$ cat src/rtl/bus_channel_controller.sv
// 6809 bus-cycle controller: decodes the CPU address into channels, issues a request,
// stretches the cycle with MRDY until ack or timeout, and drives registered read data.
module bus_channel_controller #(
    parameter int unsigned                 NUM_CH      = 4,
    parameter int unsigned                 ADDR_W      = 16,
    parameter int unsigned                 DATA_W      = 8,
    parameter logic [NUM_CH*ADDR_W-1:0]    CH_BASE     = {16'hF000, 16'hC000, 16'hA000, 16'h0000},
    parameter logic [NUM_CH*ADDR_W-1:0]    CH_MASK     = {16'hF000, 16'hFFFC, 16'hE000, 16'hF000},
    parameter int unsigned                 TIMEOUT     = 255,
    parameter int unsigned                 SYNC_STAGES = 2
) (
    input  logic                     clk,
    input  logic                     reset,
    input  logic [ADDR_W-1:0]        i_ADDRESS_BUS,
    input  logic                     i_RW,
    input  logic                     i_E,
    input  logic [DATA_W-1:0]        i_data,
    output logic [DATA_W-1:0]        o_data,
    output logic                     o_data_oe,
    output logic                     o_MRDY,
    output logic [NUM_CH-1:0]        o_ch_sel,
    output logic                     o_ch_req,
    output logic                     o_ch_rw,
    output logic [ADDR_W-1:0]        o_ch_addr,
    output logic [DATA_W-1:0]        o_ch_wdata,
    input  logic [NUM_CH-1:0]        i_ch_ack,
    input  logic [NUM_CH*DATA_W-1:0] i_ch_rdata,
    output logic                     o_timeout,
    output logic [2:0]               o_timeout_ch,
    input  logic                     i_timeout_clr
);

    localparam int unsigned CNT_W = (TIMEOUT > 0) ? $clog2(TIMEOUT + 1) : 1;
    localparam int unsigned CH_W  = 3;

    typedef enum logic [2:0] {
        IDLE = 3'd0,
        REQ  = 3'd1,
        WAIT = 3'd2,
        DONE = 3'd3,
        HOLD = 3'd4
    } state_t;

    state_t                  state;
    logic [SYNC_STAGES-1:0]  e_sync;
    logic                    e_prev;
    logic                    e_rise;
    logic                    e_fall;
    logic [CH_W-1:0]         ch_q;
    logic [CNT_W-1:0]        cnt;

    logic                    hit_c;
    logic [CH_W-1:0]         hit_ch_c;
    logic                    ack_sel_c;
    logic [DATA_W-1:0]       rdata_sel_c;
    logic                    to_hit_c;

    // E synchroniser with registered edge detection
    always_ff @(posedge clk or negedge reset) begin
        if (!reset) begin
            e_sync <= '0;
            e_prev <= 1'b0;
            e_rise <= 1'b0;
            e_fall <= 1'b0;
        end else begin
            e_sync <= {e_sync[SYNC_STAGES-2:0], i_E};
            e_prev <= e_sync[SYNC_STAGES-1];
            e_rise <= e_sync[SYNC_STAGES-1] & ~e_prev;
            e_fall <= ~e_sync[SYNC_STAGES-1] & e_prev;
        end
    end

    // Address decode; iterating downwards leaves the lowest matching index
    always_comb begin
        hit_c    = 1'b0;
        hit_ch_c = '0;
        for (int i = NUM_CH - 1; i >= 0; i--) begin
            if ((i_ADDRESS_BUS & CH_MASK[i*ADDR_W +: ADDR_W]) ==
                (CH_BASE[i*ADDR_W +: ADDR_W] & CH_MASK[i*ADDR_W +: ADDR_W])) begin
                hit_c    = 1'b1;
                hit_ch_c = CH_W'(i);
            end
        end
    end

    // Ack and read data of the selected channel only
    always_comb begin
        ack_sel_c   = 1'b0;
        rdata_sel_c = '0;
        for (int i = 0; i < NUM_CH; i++) begin
            if (ch_q == CH_W'(i)) begin
                ack_sel_c   = i_ch_ack[i];
                rdata_sel_c = i_ch_rdata[i*DATA_W +: DATA_W];
            end
        end
        to_hit_c = (TIMEOUT != 0) && (cnt == CNT_W'(TIMEOUT));
    end

    always_ff @(posedge clk or negedge reset) begin
        if (!reset) begin
            state        <= IDLE;
            ch_q         <= '0;
            cnt          <= '0;
            o_data       <= '0;
            o_data_oe    <= 1'b0;
            o_MRDY       <= 1'b1;
            o_ch_sel     <= '0;
            o_ch_req     <= 1'b0;
            o_ch_rw      <= 1'b1;
            o_ch_addr    <= '0;
            o_ch_wdata   <= '0;
            o_timeout    <= 1'b0;
            o_timeout_ch <= '0;
        end else begin
            o_ch_req <= 1'b0;
            // A timeout raised below in WAIT overrides this clear
            if (i_timeout_clr) begin
                o_timeout <= 1'b0;
            end
            case (state)
                IDLE: begin
                    if (e_rise) begin
                        o_ch_addr  <= i_ADDRESS_BUS;
                        o_ch_rw    <= i_RW;
                        o_ch_wdata <= i_data;
                        if (hit_c) begin
                            ch_q     <= hit_ch_c;
                            o_ch_sel <= NUM_CH'(1) << hit_ch_c;
                            o_ch_req <= 1'b1;
                            o_MRDY   <= 1'b0;
                            cnt      <= '0;
                            state    <= REQ;
                        end else begin
                            state <= HOLD;
                        end
                    end
                end
                REQ: begin
                    cnt <= CNT_W'(1);
                    if (ack_sel_c) begin
                        if (o_ch_rw) begin
                            o_data <= rdata_sel_c;
                        end
                        o_data_oe <= o_ch_rw;
                        o_MRDY    <= 1'b1;
                        state     <= DONE;
                    end else if (e_fall) begin
                        o_ch_sel <= '0;
                        o_MRDY   <= 1'b1;
                        state    <= IDLE;
                    end else begin
                        state <= WAIT;
                    end
                end
                WAIT: begin
                    if (ack_sel_c) begin
                        if (o_ch_rw) begin
                            o_data <= rdata_sel_c;
                        end
                        o_data_oe <= o_ch_rw;
                        o_MRDY    <= 1'b1;
                        state     <= DONE;
                    end else if (to_hit_c) begin
                        o_timeout    <= 1'b1;
                        o_timeout_ch <= ch_q;
                        if (o_ch_rw) begin
                            o_data <= '1;
                        end
                        o_data_oe <= o_ch_rw;
                        o_MRDY    <= 1'b1;
                        state     <= DONE;
                    end else if (e_fall) begin
                        o_ch_sel <= '0;
                        o_MRDY   <= 1'b1;
                        state    <= IDLE;
                    end else if (cnt != {CNT_W{1'b1}}) begin
                        cnt <= cnt + CNT_W'(1);
                    end
                end
                DONE: begin
                    if (e_fall) begin
                        o_data_oe <= 1'b0;
                        o_ch_sel  <= '0;
                        state     <= IDLE;
                    end
                end
                HOLD: begin
                    if (e_fall) begin
                        state <= IDLE;
                    end
                end
                default: state <= IDLE;
            endcase
        end
    end

endmodule

$ cat config.mk
export PLATFORM = sky130hd
export DESIGN_NAME = bus_channel_controller
export DESIGN_NICKNAME = d
export VERILOG_FILES = /design/src/rtl/bus_channel_controller.sv
export SDC_FILE = /design/constraint.sdc
export NUM_CORES = 1
export LEC_CHECK = 0
export ABC_AREA = 1
export CORE_ASPECT_RATIO = 1.25
export CORE_UTILIZATION = 46
export DETAILED_ROUTE_END_ITERATION = 6
export PLACE_DENSITY = 0.81
export SLEW_MARGIN = 20
export SYNTH_ARGS = -nofsm -noshare
export SYNTH_HDL_FRONTEND = slang
export SYNTH_SLANG_ARGS = --single-unit
$ cat constraint.sdc
create_clock -name clk -period 1.75 [get_ports clk]
set_input_delay 0.4375 -clock clk [delete_from_list [all_inputs] [get_ports clk]]
set_output_delay 0.4375 -clock clk [all_outputs]
set_load 0.02 [all_outputs]
# Yosys cells after proc, flatten, opt, wreduce, memory -nomap -nowiden
# Index checks and enable logic that the tools add are counted.
# word_totals
ff_bits,63
in_bits,65
output_inout_bits,44
wordCells,126
# op_classes
addsub,1
n_eq_ne,23
shifts,1
mux,63
bitwise_logic,5
reduce_logical,16
# ops
operator,n
$mux W8,15
$mux W1,25
$mux W3,8
$mux W4,6
$pmux W8 S3,1
$ne A2 B2 Y1 const B,9
$logic_not A16 Y1,1
$pmux W4 S4,1
$pmux W8 S2,1
$eq A14 B14 Y1 const B,1
$eq A3 B2 Y1 const B,4
$pmux W3 S4,1
$reduce_and A3 Y1,3
$add A8 B1 Y8 const B,1
$eq A8 B8 Y1 const B,1
$ne A8 B8 Y1 const B,1
$reduce_and A4 Y1,2
$reduce_and A7 Y1,1
$eq A3 B1 Y1 const B,2
$eq A3 B3 Y1 const B,2
$logic_not A3 Y1,2
$mux W2,3
$ne A3 B3 Y1 const B,2
$pmux W1 S3,2
other kinds (10),14

# Logic depth before layout (Yosys ltp)
# logic_depth
word_depth,9
depth_mapped,10
depth_no_buf,10

# Least setup slack after synthesis
# OpenSTA, ideal clock, no wires.
# synth_path
path_kind,reg-to-reg
start,register o_ch_rw
end,register o_data[0]
setup_ps,117
arrival_time_ps,1575
required_ps,1633
path_slack_ps,58
path_stages_with_launch,7
path_buffers,1
synth_period_minus_slack_ps,1692
path_cell_list,dfstp_2 > buf_1 > inv_1 > o21ai_4 > nand3_4 > nand2_1 > nand2_1
# synth_via
elab_chain_len,3
word_cells_on_any_way,6
classes_between,eq/ne (1); mux (4); reduce/logical (1)
# synth_rtl
element,line,source
"start, declared",23,"output logic o_ch_rw,"
"start signal, assigned",124,o_ch_rw <= i_RW;
$mux W8,n/a,
$mux W8 (on tied branches),n/a,
$pmux W8 S2,n/a,
"end signal, assigned",142,o_data <= rdata_sel_c;
"end signal, assigned",158,o_data <= rdata_sel_c;
"end, declared",18,"output logic [DATA_W-1:0] o_data,"
# Several ways; a longest one is shown, not always the timed one. The select of a mux whose other input is x is not followed.
# A chain may end at the register's enable or synchronous reset.

# Worst setup path in the final report
# layout_path
start,register o_ch_addr[6]
end,output port o_ch_addr[6]
# layout_rtl
element,line,source
"start, declared",24,"output logic [ADDR_W-1:0] o_ch_addr,"
"start signal, assigned",123,o_ch_addr <= i_ADDRESS_BUS;
# No word-level cell between the ends.

==> flow_metrics.env <==
export IMPL_postRouteAntennaNets=0
export IMPL_arrival_ps=1290
export IMPL_crit_chain="clkdlybuf4s50_1"
export IMPL_swShare_pct=42.47
export IMPL_finalClockSkew_ps=13.13
export IMPL_drt_iter0_markers=149
export IMPL_p_switching_w=0.003068
export IMPL_hpwl_mm=6.352
export IMPL_maxCapViolations=0
export IMPL_start_kind="register"
export IMPL_drive_above_1_share_pct=17.97
export IMPL_worstSkewPairLatency_ps=340
export IMPL_root_buffer="clkbuf_8"
export IMPL_grt_pass1_wl_mm=13.93
export IMPL_cellPowerDensity_nw_per_um2=1505
export IMPL_syn_num_nets=435
export IMPL_clockBufferDepth=2
export IMPL_status="finished, final reports clean"
export IMPL_hold_viol_final=0
export IMPL_gp_congestion=0.8281
export IMPL_port_buffers=107
export IMPL_synthDistinctLibCells=37
export IMPL_hold_class="input pin to async pin"
export IMPL_die_h_um=95.12
export IMPL_r2r_end="cnt[0]$_DFFE_PN0P_"
export IMPL_antenna_found_initial=0
export IMPL_timing_rr_start="cnt[1]$_DFFE_PN0P_"
export IMPL_intPower_w=0.004156
export IMPL_power_w=0.007224
export IMPL_cts_tree="done"
export IMPL_vias=3090
export IMPL_overflow=0
export IMPL_syn_area_per_cell_sq_um=8.647
export IMPL_yosysWarnings=0
export IMPL_cp_end_kind="output port"
export IMPL_h_tree_depth=3
export IMPL_fin_crit_sh_pct=98.44
export IMPL_worstSetupPathType="register to output port"
export IMPL_drc=0
export IMPL_nFillCells=501
export IMPL_finalNonFillerCells=599
export IMPL_r2r_setup_slack_ps=120
export IMPL_diodes=0
export IMPL_rsz0062_at_grt="yes"
export IMPL_grt_pass1_vias=3034
export IMPL_power_frac_comb_pct=53.4
export IMPL_ir_drop_mv=1.309
export IMPL_min_period_ps=1723
export IMPL_initial_core_util_pct=48.00
export IMPL_clk_transition_reported_paths_ps=80
export IMPL_die_w_um=76.49
export IMPL_core_area_sq_um=6648
export IMPL_cts_sinks=61
export IMPL_dp_cells=578
export IMPL_setup_viol=0
export IMPL_syn_inst=369
export IMPL_track_usage_pct=24.80
export IMPL_final_area_sq_um=4801
export IMPL_critical_path_slowest_cell="clkdlybuf4s50_1"
export IMPL_drt_pass1_iter_count=5
export IMPL_cp_required_ps=1310
export IMPL_max_freq_mhz=580.5
export IMPL_cts_buffers=9
export IMPL_die_area_sq_um=7275
export IMPL_wire_per_inst_um=14.00
export IMPL_critPathMaxStageDelay_ps=600
export IMPL_p_seq_share_pct=31.1
export IMPL_viasPerCell=5.159
export IMPL_path_max_fanout=2
export IMPL_wl_mm=8.384
export IMPL_tns_ps=0
export IMPL_num_rows=33
export IMPL_pwr_share_clk_pct=15.5
export IMPL_place_area_sq_um=4546
export IMPL_ios=109
export IMPL_ys_ff_latch=61
export IMPL_syn_area_sq_um=3191
export IMPL_area_delta_synth_final_pct=50.47
export IMPL_drv_slew=0
export IMPL_seq_area_frac_synth_pct=47.92
export IMPL_grt_max_degree=62
export IMPL_postCtsHoldBufs=0
export IMPL_reg2reg_depth=9
export IMPL_nNetsFinal=573
export IMPL_crit_family="buffers and inverters"
export IMPL_path_buf_inv=1
export IMPL_leakage_nw=2.528
cells by family (layout without fill, tap and decap cells):
logic type / count (synthesis) / after routing / share of synthesized area, %
multiplexers: 23 / 23 / 8.117
AND/OR/NAND/NOR: 212 / 212 / 31.96
other: 1 / 1 / 0.1175
AO/OA/AOI/OAI: 29 / 29 / 5.726
XOR/XNOR: 2 / 2 / 0.5491
flip-flops: 61 / 61 / 47.92
buffers and inverters: 40 / 183 / 5.216
adder cells (fa/ha/maj): 1 / 1 / 0.3921
Yosys cell counts, drive strengths merged:
cell	instances	area (sq um)
a21oi	3	15.01
a22oi	1	7.510
buf	7	42.54
clkbuf	2	7.510
conb	1	3.750
dfrtp	59	1476
dfstp	2	52.55
ha	1	12.51
inv	31	116.4
mux2	23	259.0
nand2	119	478.0
nand3	38	270.3
nand4	16	100.1
nor2	34	140.1
nor3	3	15.01
nor3b	1	7.510
o211ai	7	52.55
o21a	1	7.510
o21ai	16	91.34
o311ai	1	8.760
or2	1	8.760
xnor2	1	8.760
xor2	1	8.760
metrics by stage:
stage          util [%]  hold slack [ps]  worst slack, ps
2_1_floorplan         -            141.9            58.31
3_3_place_gp      68.38            335.2           -215.5
3_5_place_dp      68.38            336.4           -259.6
4_1_cts           70.60            98.75           0.5008
5_1_grt           72.22            105.5           -17.62
6_report          72.22            80.58            27.25
worst reg2reg max path, cell delays in order, from the launching register on:
cell and delay [ps]:
dfrtp_1 390, ha_1 190, nand3_1 150, nor2_4 160, nand2_1 170, nand3_4 140, nand2_4 70, buf_12 140
nand4_1 70, nand2_1 60
cells in the final DEF, fill, tap and decap left out, types with 2 or more instances in the layout:
| master | instances |
|---|---|
| nor3_1 | 3 |
| o21ai_0 | 12 |
| clkbuf_8 | 10 |
| nand3_1 | 31 |
| buf_12 | 4 |
| nand2_2 | 6 |
| clkdlybuf4s50_1 | 61 |
| o21ai_1 | 3 |
| inv_2 | 3 |
| inv_1 | 28 |
| nor2_1 | 28 |
| dlymetal6s2s_1 | 21 |
| o211ai_1 | 7 |
| buf_2 | 2 |
| mux2_1 | 5 |
| dfstp_2 | 2 |
| nand4_1 | 16 |
| nor2_2 | 5 |
| clkinvlp_4 | 3 |
| nand2_1 | 111 |
| dlygate4sd2_1 | 24 |
| nand3_4 | 6 |
| dfrtp_1 | 58 |
| mux2_2 | 18 |
| a21oi_1 | 3 |
| buf_4 | 23 |
state kept, by name, summed over array words and instances, names as in the netlist:
signal / flops
o_data_oe: 1
cnt: 8
state: 3
o_ch_wdata: 8
o_timeout: 1
e_sync: 2
o_ch_sel: 4
e_rise: 1
o_ch_addr: 16
o_ch_req: 1
o_data: 8
o_timeout_ch: 2
e_fall: 1
e_prev: 1
o_ch_rw: 1
ch_q: 2
o_MRDY: 1
repair_timing:
| action | CTS | global route |
|---|---|---|
| setup buffers | 0 | 4 |
| pin swaps | 0 | 4 |
| resized for setup | 24 | 29 |
| hold endpoints to repair | 0 | 0 |
| endpoints found under the setup margin | 24 | 41 |
| cloned | 0 | 1 |
cell type report:
cell class / instances / area, sq um / area share (%)
clock inverter: 5 / 36.28 / 0.7558
clock buffer: 11 / 141.4 / 2.945
multi-input combinational: 268 / 1510 / 31.46
inverter: 31 / 116.4 / 2.424
tap: 87 / 108.9 / 2.267
sequential: 61 / 1530 / 31.87
timing repair buffer: 136 / 1358 / 28.28
worst max path at each step:
stage	depth (start not counted)	slack, ps	startpoint	to
2_1_floorplan	6	60	o_ch_rw$_DFFE_PN1P_	o_data[0]$_DFFE_PN0P_
3_3_place_gp	10	-220	i_ADDRESS_BUS[13]	cnt[5]$_DFFE_PN0P_
3_5_place_dp	10	-260	i_ADDRESS_BUS[13]	cnt[2]$_DFFE_PN0P_
4_1_cts	1	0.5	o_data[5]$_DFFE_PN0P_	o_data[5]
5_1_grt	10	-20	i_ADDRESS_BUS[4]	cnt[0]$_DFFE_PN0P_
6_report	1	30	o_ch_addr[6]$_DFFE_PN0P_	o_ch_addr[6]
power groups by stage:
stage	logic (W)	clock network, W	registers, W
after floorplan	0.00173	0	0.00275
after global placement	0.00388	0	0.00225
after detailed placement	0.00399	0	0.00229
after CTS	0.00383	0.00114	0.00226
after global routing	0.00420	0.00119	0.00232
final	0.00386	0.00112	0.00225
layer usage:
metal	vias to the layer above	share of wire, %	track usage, %	wire length [um]
met3	35	4.7	4.785	394
met1	1431	40	27.57	3390
met4	0	4.4	15.71	366
met5	-	0	0	0
met2	127	50	43.99	4233
li1	1497	-	-	-
Note: power is estimated with default switching activity, not from simulation.
